**src/rtl/assoc_mem_argmin.sv**
```systemverilog
// Associative-memory argmin: accumulates Hamming distances per class over one or more passes
// and reports the nearest class. Define ASSOC_MEM_ARGMIN_MARGIN_EN for runner-up/margin outputs.
module assoc_mem_argmin #(
  parameter int HVDimension      = 512,
  parameter int NumClasses       = 32,
  parameter int DataWidth        = 8,
  parameter int CompareRegsWidth = 16,
  parameter int ExtCounterWidth  = 5
) (
  input  logic                        clk_i,
  input  logic                        rst_i,
  input  logic [HVDimension-1:0]      query_hv_i,
  input  logic                        am_start_i,
  output logic                        am_busy_o,
  output logic                        am_stall_o,
  input  logic [HVDimension-1:0]      class_hv_i,
  input  logic                        class_hv_valid_i,
  output logic                        class_hv_ready_o,
  input  logic                        extend_enable_i,
  input  logic [ExtCounterWidth-1:0]  extend_count_i,
  input  logic [DataWidth-1:0]        am_num_class_i,
  input  logic [CompareRegsWidth-1:0] margin_thresh_i,
  output logic [DataWidth-1:0]        predict_o,
  output logic [CompareRegsWidth-1:0] predict_dist_o,
  output logic [CompareRegsWidth-1:0] predict_margin_o,
  output logic                        predict_low_conf_o,
  output logic                        predict_valid_o,
  input  logic                        predict_ready_i,
  output logic                        am_predict_valid_o,
  input  logic                        am_predict_valid_clr_i,
  output logic                        predict_overrun_o,
  output logic                        config_err_o
);

  localparam int DistW = $clog2(HVDimension + 1);
  localparam int SumW  = ((DistW > CompareRegsWidth) ? DistW : CompareRegsWidth) + 1;
  localparam logic [CompareRegsWidth-1:0] MaxVal = '1;

  typedef enum logic {IDLE, BUSY} state_t;

  state_t                      r_state;
  logic [DataWidth-1:0]        r_num;
  logic [DataWidth-1:0]        r_cls;
  logic [ExtCounterWidth-1:0]  r_passes;
  logic [ExtCounterWidth-1:0]  r_pass;
  logic [CompareRegsWidth-1:0] r_acc [NumClasses];
  logic [CompareRegsWidth-1:0] r_min;
  logic [DataWidth-1:0]        r_idx;
  logic [DataWidth-1:0]        r_predict;
  logic [CompareRegsWidth-1:0] r_dist;
  logic                        r_pvalid, r_am_valid, r_overrun, r_cfg_err;

  logic [HVDimension-1:0]      w_xor;
  logic [DistW-1:0]            w_dist;
  logic [CompareRegsWidth-1:0] w_acc_rd, w_final, w_min_nxt;
  logic [SumW-1:0]             w_sum;
  logic [DataWidth-1:0]        w_idx_nxt;
  logic [ExtCounterWidth-1:0]  w_ext_eff, w_passes_in;
  logic                        w_new_min, w_hs, w_last_cls, w_final_pass, w_done;
  logic                        w_cfg_bad, w_accept;

  assign w_xor = query_hv_i ^ class_hv_i;
  always_comb begin
    w_dist = '0;
    for (int i = 0; i < HVDimension; i++) w_dist = w_dist + DistW'(w_xor[i]);
  end

  // Saturating add in a width wide enough for both operands, clamped to the accumulator range.
  assign w_acc_rd = r_acc[r_cls];
  assign w_sum    = SumW'(w_dist) + SumW'(w_acc_rd);
  assign w_final  = (w_sum > SumW'(MaxVal)) ? MaxVal : w_sum[CompareRegsWidth-1:0];

  assign w_hs         = (r_state == BUSY) && class_hv_valid_i;
  assign w_last_cls   = (r_cls == r_num - DataWidth'(1));
  assign w_final_pass = (r_pass == r_passes - ExtCounterWidth'(1));
  assign w_done       = w_hs && w_last_cls && w_final_pass;

  assign w_ext_eff   = (extend_count_i == '0) ? ExtCounterWidth'(1) : extend_count_i;
  assign w_passes_in = extend_enable_i ? w_ext_eff : ExtCounterWidth'(1);
  assign w_cfg_bad   = (am_num_class_i == '0) || (32'(am_num_class_i) > NumClasses);
  assign w_accept    = (r_state == IDLE) && am_start_i && !w_cfg_bad;

  // Class 0 of the final pass seeds the running minimum; strict < keeps the lowest index on ties.
  always_comb begin
    w_min_nxt = r_min;
    w_idx_nxt = r_idx;
    w_new_min = 1'b0;
    if (r_cls == '0) begin
      w_min_nxt = w_final;
      w_idx_nxt = '0;
      w_new_min = 1'b1;
    end else if (w_final < r_min) begin
      w_min_nxt = w_final;
      w_idx_nxt = r_cls;
      w_new_min = 1'b1;
    end
  end

  always_ff @(posedge clk_i or posedge rst_i) begin
    if (rst_i) begin
      r_state    <= IDLE;
      r_num      <= '0;
      r_cls      <= '0;
      r_passes   <= '0;
      r_pass     <= '0;
      r_min      <= '0;
      r_idx      <= '0;
      r_predict  <= '0;
      r_dist     <= '0;
      r_pvalid   <= 1'b0;
      r_am_valid <= 1'b0;
      r_overrun  <= 1'b0;
      r_cfg_err  <= 1'b0;
      for (int i = 0; i < NumClasses; i++) r_acc[i] <= '0;
    end else begin
      r_cfg_err <= 1'b0;
      case (r_state)
        IDLE: begin
          if (am_start_i && w_cfg_bad) begin
            r_cfg_err <= 1'b1;
          end else if (w_accept) begin
            r_num    <= am_num_class_i;
            r_passes <= w_passes_in;
            r_cls    <= '0;
            r_pass   <= '0;
            r_state  <= BUSY;
            for (int i = 0; i < NumClasses; i++) r_acc[i] <= '0;
          end
        end
        BUSY: begin
          if (w_hs) begin
            r_acc[r_cls] <= w_final;
            if (w_final_pass) begin
              r_min <= w_min_nxt;
              r_idx <= w_idx_nxt;
            end
            if (w_last_cls) begin
              r_cls  <= '0;
              r_pass <= r_pass + ExtCounterWidth'(1);
              if (w_final_pass) r_state <= IDLE;
            end else begin
              r_cls <= r_cls + DataWidth'(1);
            end
          end
        end
        default: r_state <= IDLE;
      endcase

      if (w_done) begin
        r_predict <= w_idx_nxt;
        r_dist    <= w_min_nxt;
      end

      // Clear wins over a same-cycle result for the flags only; the result itself still loads.
      if (am_predict_valid_clr_i) begin
        r_pvalid   <= 1'b0;
        r_am_valid <= 1'b0;
        r_overrun  <= 1'b0;
      end else if (w_done) begin
        r_pvalid   <= 1'b1;
        r_am_valid <= 1'b1;
        if (r_pvalid && !predict_ready_i) r_overrun <= 1'b1;
      end else if (predict_ready_i) begin
        r_pvalid <= 1'b0;
      end
    end
  end

`ifdef ASSOC_MEM_ARGMIN_MARGIN_EN
  logic [CompareRegsWidth-1:0] r_sec, r_thresh, r_margin;
  logic                        r_low_conf;
  logic [CompareRegsWidth-1:0] w_sec_nxt, w_margin;

  always_comb begin
    w_sec_nxt = r_sec;
    if (r_cls == '0)             w_sec_nxt = '1;
    else if (w_new_min)          w_sec_nxt = r_min;
    else if (w_final < r_sec)    w_sec_nxt = w_final;
  end

  // A single class has no runner-up, so the margin is reported as all-ones.
  assign w_margin = (r_num == DataWidth'(1)) ? '1 : (w_sec_nxt - w_min_nxt);

  always_ff @(posedge clk_i or posedge rst_i) begin
    if (rst_i) begin
      r_sec      <= '0;
      r_thresh   <= '0;
      r_margin   <= '0;
      r_low_conf <= 1'b0;
    end else begin
      if (w_accept) r_thresh <= margin_thresh_i;
      if (w_hs && w_final_pass) r_sec <= w_sec_nxt;
      if (w_done) begin
        r_margin   <= w_margin;
        r_low_conf <= (w_margin < r_thresh);
      end
    end
  end

  assign predict_margin_o   = r_margin;
  assign predict_low_conf_o = r_low_conf;
`else
  logic w_unused;
  assign w_unused           = ^margin_thresh_i ^ w_new_min;
  assign predict_margin_o   = '0;
  assign predict_low_conf_o = 1'b0;
`endif

  assign am_busy_o          = (r_state == BUSY);
  assign class_hv_ready_o   = (r_state == BUSY);
  assign am_stall_o         = (r_state == BUSY) && am_start_i;
  assign predict_o          = r_predict;
  assign predict_dist_o     = r_dist;
  assign predict_valid_o    = r_pvalid;
  assign am_predict_valid_o = r_am_valid;
  assign predict_overrun_o  = r_overrun;
  assign config_err_o       = r_cfg_err;

endmodule

```
**config.mk**
```make
export PLATFORM = sky130hd
export DESIGN_NAME = assoc_mem_argmin
export DESIGN_NICKNAME = d
export VERILOG_FILES = /design/src/rtl/assoc_mem_argmin.sv
export SDC_FILE = /design/constraint.sdc
export NUM_CORES = 2
export LEC_CHECK = 0
export CAP_MARGIN = 25
export CORE_AREA = 2 2 429 431
export DETAILED_ROUTE_END_ITERATION = 10
export DIE_AREA = 0 0 431 433
export GPL_TIMING_DRIVEN = 0
export PLACE_DENSITY = 0.44
export SLEW_MARGIN = 40
export SYNTH_ARGS = -nofsm -noshare
export SYNTH_HDL_FRONTEND = slang
export SYNTH_SLANG_ARGS = --single-unit
```
**constraint.sdc**
```tcl
create_clock -name clk_i -period 41.3 [get_ports clk_i]
set_clock_uncertainty 0.1 [all_clocks]
set_input_delay 6.195 -clock clk_i [delete_from_list [all_inputs] [get_ports clk_i]]
set_output_delay 6.195 -clock clk_i [all_outputs]
set_load 0.05 [all_outputs]
```
# ---- After elaboration in Yosys (flattened, before gate mapping)
# Index checks and enable logic that the tools add are counted.
dict set report word_totals {
  ff_bits 591
  input_bits 1060
  output_inout_bits 48
  elab_cells 642
}
dict set report classes {
  add_sub_neg 516
  order_cmp 5
  eq_ne 6
  mux 43
  bitwise 4
  reduce_logical 23
}
# cell n
set op_table {}
lappend op_table {{$add A10 B1 Y10} 502}
lappend op_table {{$mux W512} 3}
lappend op_table {{$pmux W512 S2} 1}
lappend op_table {{$bwmux W512} 1}
lappend op_table {{$xor A512 B512 Y512} 1}
lappend op_table {{$mux W16} 6}
lappend op_table {{$bmux W16 S5} 1}
lappend op_table {{$demux W16 S5} 1}
lappend op_table {{$mux W8} 6}
lappend op_table {{$mux W5} 6}
lappend op_table {{$add A10 B16 Y17} 1}
lappend op_table {{$gt A17 B16 Y1 const B} 1}
lappend op_table {{$logic_not A8 Y1} 2}
lappend op_table {{$lt A16 B16 Y1} 1}
lappend op_table {{$pmux W8 S2} 1}
lappend op_table {{$mux W1} 15}
lappend op_table {{$add A9 B1 Y10} 1}
lappend op_table {{$pmux W5 S2} 1}
lappend op_table {{$add A8 B1 Y9} 1}
lappend op_table {{$ge A9 B6 Y1 const B} 1}
lappend op_table {{$logic_and A1 B1 Y1} 9}
lappend op_table {{$lt A9 B1 Y1 const B} 1}
lappend op_table {{$not A8 Y9} 1}
lappend op_table {{$reduce_and A3 Y1} 3}
lappend op_table {{25 further kinds} 30}

# ---- Depth between registers and ports, before layout
dict set report depth {
  ltp_word 518
  depth_mapped 45
  depth_no_buf 41
}

# ---- Least setup slack after synthesis
# No wires, ideal clock.
dict set report synth_path {
  kind {input-to-reg}
  from {in class_hv_i[501]}
  to {reg r_dist[2], in the netlist predict_dist_o[2]}
  setup_ns 0.095
  arrival_time_ns 17.605
  required_time_ns 41.105
  slack_ns 23.499
  path_stages 43
  n_path_buf 3
  path_cell_list {xor2_1 > fa_1 > inv_1 > fa_1 > fa_1 > inv_1 > fa_1 > inv_1 > fa_1 > inv_1 > fa_1 > inv_1 > fa_1 > inv_1 > fa_1 > fa_1 > inv_1 > fa_1 > (+7 left out) > nor2b_1 > o31a_1 > o31ai_1 > a21oi_1 > nand3_1 > o21ai_0 > clkbuf_1 > inv_1 > ha_1 > nand4_1 > a2111oi_0 > a21oi_1 > and3_1 > clkbuf_1 > nor2_1 > clkbuf_1 > a21oi_1 > o31ai_1}
}
dict set report synth_via {
  elab_chain_len 18
}
# item line_no
set synth_rtl {}
lappend synth_rtl {{start, declared} 16} ;# input logic [HVDimension-1:0] class_hv_i,
lappend synth_rtl {{$xor A512 B512 Y512 (*)} 62} ;# assign w_xor = query_hv_i ^ class_hv_i;
lappend synth_rtl {{$add A10 B1 Y10 (*) (11 in a row)} 65} ;# for (int i = 0; i < HVDimension; i++) w_dist = w_dist + DistW'(w_xor[i]);
lappend synth_rtl {{$add A10 B16 Y17 (*)} 70} ;# assign w_sum = SumW'(w_dist) + SumW'(w_acc_rd);
lappend synth_rtl {{$gt A17 B16 Y1} 71} ;# assign w_final = (w_sum > SumW'(MaxVal)) ? MaxVal : w_sum[CompareRegsWidth-1:0];
lappend synth_rtl {{$mux W16 (*)} 71}
lappend synth_rtl {{$lt A16 B16 Y1} 92} ;# end else if (w_final < r_min) begin
lappend synth_rtl {{$mux W16} 92}
lappend synth_rtl {{$mux W16 (*)} 88} ;# if (r_cls == '0) begin
lappend synth_rtl {{end signal, assigned} 151} ;# r_dist <= w_min_nxt;
lappend synth_rtl {{end, declared} 50} ;# logic [CompareRegsWidth-1:0] r_dist;
# Every way passes the cells marked *; elsewhere a longest branch is shown, timed or not.
# A chain may end at the register's enable or synchronous reset.

# ---- Worst setup path in the final report
dict set report layout_path {
  from {in query_hv_i[363]}
  to {reg r_dist[4], in the netlist predict_dist_o[4]}
}
dict set report layout_via {
  elab_chain_len 156
}
# item line_no
set layout_rtl {}
lappend layout_rtl {{start, declared} 12} ;# input logic [HVDimension-1:0] query_hv_i,
lappend layout_rtl {{$xor A512 B512 Y512 (*)} 62}
lappend layout_rtl {{$add A10 B1 Y10 (*) (149 in a row)} 65}
lappend layout_rtl {{$add A10 B16 Y17 (*)} 70}
lappend layout_rtl {{$gt A17 B16 Y1} 71}
lappend layout_rtl {{$mux W16 (*)} 71}
lappend layout_rtl {{$lt A16 B16 Y1} 92}
lappend layout_rtl {{$mux W16} 92}
lappend layout_rtl {{$mux W16 (*)} 88}
# Marked as above.

==> flow_metrics.env <==
export IMPL_outcome="finished clean"
export IMPL_min_from="r_acc[220]$_DFFE_PP0P_"
export IMPL_drc=0
export IMPL_criticalPathCategory="in -> reg"
export IMPL_htreeDepth=3
export IMPL_die_area_mm2=0.1866
export IMPL_drtPass1Iterations=5
export IMPL_critPathLaunch="query_hv_i[363]"
export IMPL_synth_top_cell_area_share=0.3276
export IMPL_post_cts_resized=0
export IMPL_grt_max_degree=79
export IMPL_fmax_mhz=49.64
export IMPL_ctsLongestPathBuffers=3
export IMPL_path_max_fanout=10
export IMPL_synth_area_leaders="dfrtp_1 33%, fa_1 22%, mux4_2 5.6%"
export IMPL_rsz0062_at_grt="false"
export IMPL_synth_edff_count=0
export IMPL_top_usage_layer="met2"
export IMPL_ys_ff_latch=591
export IMPL_hold_viol=0
export IMPL_ant_nets=0
export IMPL_cts_sink_count=591
export IMPL_async_reset_ff_frac=1.000
export IMPL_dp_hpwl_mm=275.2
export IMPL_relSlewSlack=0.3943
export IMPL_grt_pass1_vias=39220
export IMPL_grtUsageMet1=0.4188
export IMPL_hp_class="reg -> reg"
export IMPL_cts_tree="built"
export IMPL_tns_ns=0
export IMPL_postCtsHoldBufs=0
export IMPL_cts_inserted_buffers=69
export IMPL_drive_gt1_frac=0.06679
export IMPL_synth_ff_type="dfrtp_1"
export IMPL_worst_pin_slew_ns=0.9054
export IMPL_r2r_start="r_cls[0]$_DFFE_PP0P_"
export IMPL_grt_overflow=0
export IMPL_ys_seq_area_frac=0.3276
export IMPL_antenna_found_initial=287
export IMPL_cts_root_buf="clkbuf_16"
export IMPL_drv_cap=0
export IMPL_initial_core_util=0.2479
export IMPL_globalRouteMet3Util=0.05797
export IMPL_io_pins=1108
export IMPL_crit_top_cell="fa_1"
export IMPL_synth_area_leader_cell="dfrtp_1"
export IMPL_critPathLaunchType="input pin"
export IMPL_cts_clk_slew_worst_paths_ns=0.06
export IMPL_netlist_area_mm2=0.04514
export IMPL_vias=38450
export IMPL_syn_inst=4234
export IMPL_nets=7095
export IMPL_syn2layout_area_growth_pct=37.03
export IMPL_dieWidth_um=431
export IMPL_fin_crit_sh=0.4878
export IMPL_ys_types=80
export IMPL_yosysWarnings=0
export IMPL_min_period_ns=20.15
export IMPL_vias_per_cell=4.846
export IMPL_cp_data_required_time_ns=41.73
export IMPL_layout_common_cells="1074 x clkdlybuf4s50_1, 591 x dfrtp_1, 568 x nand2_1"
export IMPL_routed_wl_mm=307.0
export IMPL_slew_violations=0
export IMPL_wl_per_cell_um=38.69
export IMPL_gp_congestion=1.072
export IMPL_track_usage=0.3258
export IMPL_crit_arrival_ns=20.58
export IMPL_grt_pass1_wl_mm=394.7
export IMPL_setup_viol=0
export IMPL_fillers=18880
export IMPL_drtIter0Drc=3320
export IMPL_rows=157
export IMPL_layout_commonest_cell="clkdlybuf4s50_1"
export IMPL_portBuffers=1074
export IMPL_cts_setup_buffers=0
export IMPL_avgSynthCellArea_um2=10.66
export IMPL_cp_slowest_cell="clkdlybuf4s50_1"
export IMPL_core_mm2=0.1821
export IMPL_use_met2=0.5271
export IMPL_max_stage_delay_ns=0.79
export IMPL_dieHeight_um=433
export IMPL_clock_latency_ns=0.63
export IMPL_end_kind="register"
[worst max-delay path: cells and delay by family]
family	cells	cell delay, ns
AO/OA/AOI/OAI	9	3.07
XOR/XNOR	1	0.19
adder cells (fa/ha/maj)	16	7.70
buffers and inverters	12	2.45
AND/OR/NAND/NOR	4	0.95
[sequential cells by signal, summed over array words and instances (netlist names)]
| signal | count |
|---|---|
| r_min | 16 |
| am_busy_o | 1 |
| predict_o | 8 |
| r_cls | 8 |
| r_idx | 8 |
| predict_overrun_o | 1 |
| r_acc | 512 |
| r_num | 8 |
| r_pass | 5 |
| am_predict_valid_o | 1 |
| config_err_o | 1 |
| r_passes | 5 |
| predict_valid_o | 1 |
| predict_dist_o | 16 |
[synthesized netlist by cell type (5+ instances only)]
master,instances
or3_1,5
and2_1,9
nand3_1,19
xor2_1,284
nand4_1,28
clkbuf_1,153
o211ai_1,6
a22o_1,67
buf_1,8
nand2_1,568
mux2i_1,43
o31ai_1,17
dfrtp_1,591
buf_4,22
a211oi_1,7
fa_1,499
mux4_2,113
a21o_1,11
nand2b_1,7
a21oi_1,27
buf_2,20
o22ai_1,13
nor4_1,8
a22oi_1,56
nor2b_1,7
o21ai_0,508
nor2_1,77
nor4_2,7
buf_6,17
inv_1,543
o21a_1,11
nor3_1,28
xnor2_1,254
ha_1,120
[through the flow]
| stage | cells | utilization | area [µm²] | worst slack, ns | hold WS, ns |
|---|---|---|---|---|---|
| 6_report | 7934 | 0.3397 | 61860 | 21.15 | 0.3745 |
| 5_1_grt | 7885 | 0.3390 | 61730 | 20.57 | 0.3926 |
| 4_1_cts | 7850 | 0.3385 | 61640 | 21.27 | 0.3771 |
| 3_5_place_dp | 7730 | 0.3267 | 59500 | 20.64 | 0.3651 |
| 3_3_place_gp | 7709 | 0.3236 | 58930 | 9.901 | 0.3568 |
| 2_1_floorplan | 4250 | - | 45200 | 18.47 | 0.3444 |
[worst paths after layout]
kind / end / slack, ns / cells after the start
setup / recovery: predict_dist_o[4]$_DFFE_PP0P_ / 21.15 / 42
hold / removal: r_acc[220]$_DFFE_PP0P_ / 0.37 / 2
setup reg to reg: predict_dist_o[4]$_DFFE_PP0P_ / 25.41 / 42
hold reg to reg: r_acc[220]$_DFFE_PP0P_ / 0.37 / 2
max in group asynchronous: r_acc[250]$_DFFE_PP0P_ / 33.99 / 5
min in group asynchronous: predict_valid_o$_DFFE_PP0P_ / 5.83 / 2
[cells by family after synthesis]
kind of cell	Yosys count	synth area share
compound gates	769	0.1025
xor+xnor	539	0.1047
fa+ha+maj	619	0.2546
buf+inv	763	0.06866
flops	591	0.3276
mux	159	0.06666
other cells	1	0.00008308
simple gates	793	0.07512
[routing by layer]
metal / vias up / wire, µm
li1: 16230 / -
met1: 19570 / 127400
met2: 1873 / 141400
met3: 731 / 18930
met4: 42 / 19000
met5: - / 251
[cell type report]
type / instances / area [µm²] / share of cell area
multi-input cells: 2896 / 27370 / 0.4425
flip-flops and latches: 591 / 14790 / 0.2391
repair buffers: 1095 / 11220 / 0.1813
well taps: 2385 / 2984 / 0.04824
inverters: 543 / 2046 / 0.03307
clock buffers: 100 / 1984 / 0.03208
plain buffers: 220 / 1099 / 0.01776
diodes: 84 / 210.2 / 0.003398
clock inverters: 20 / 155.1 / 0.002508
Power is not shown: default switching activity piles up to over one toggle a cycle in this logic, so the estimate is an artifact.
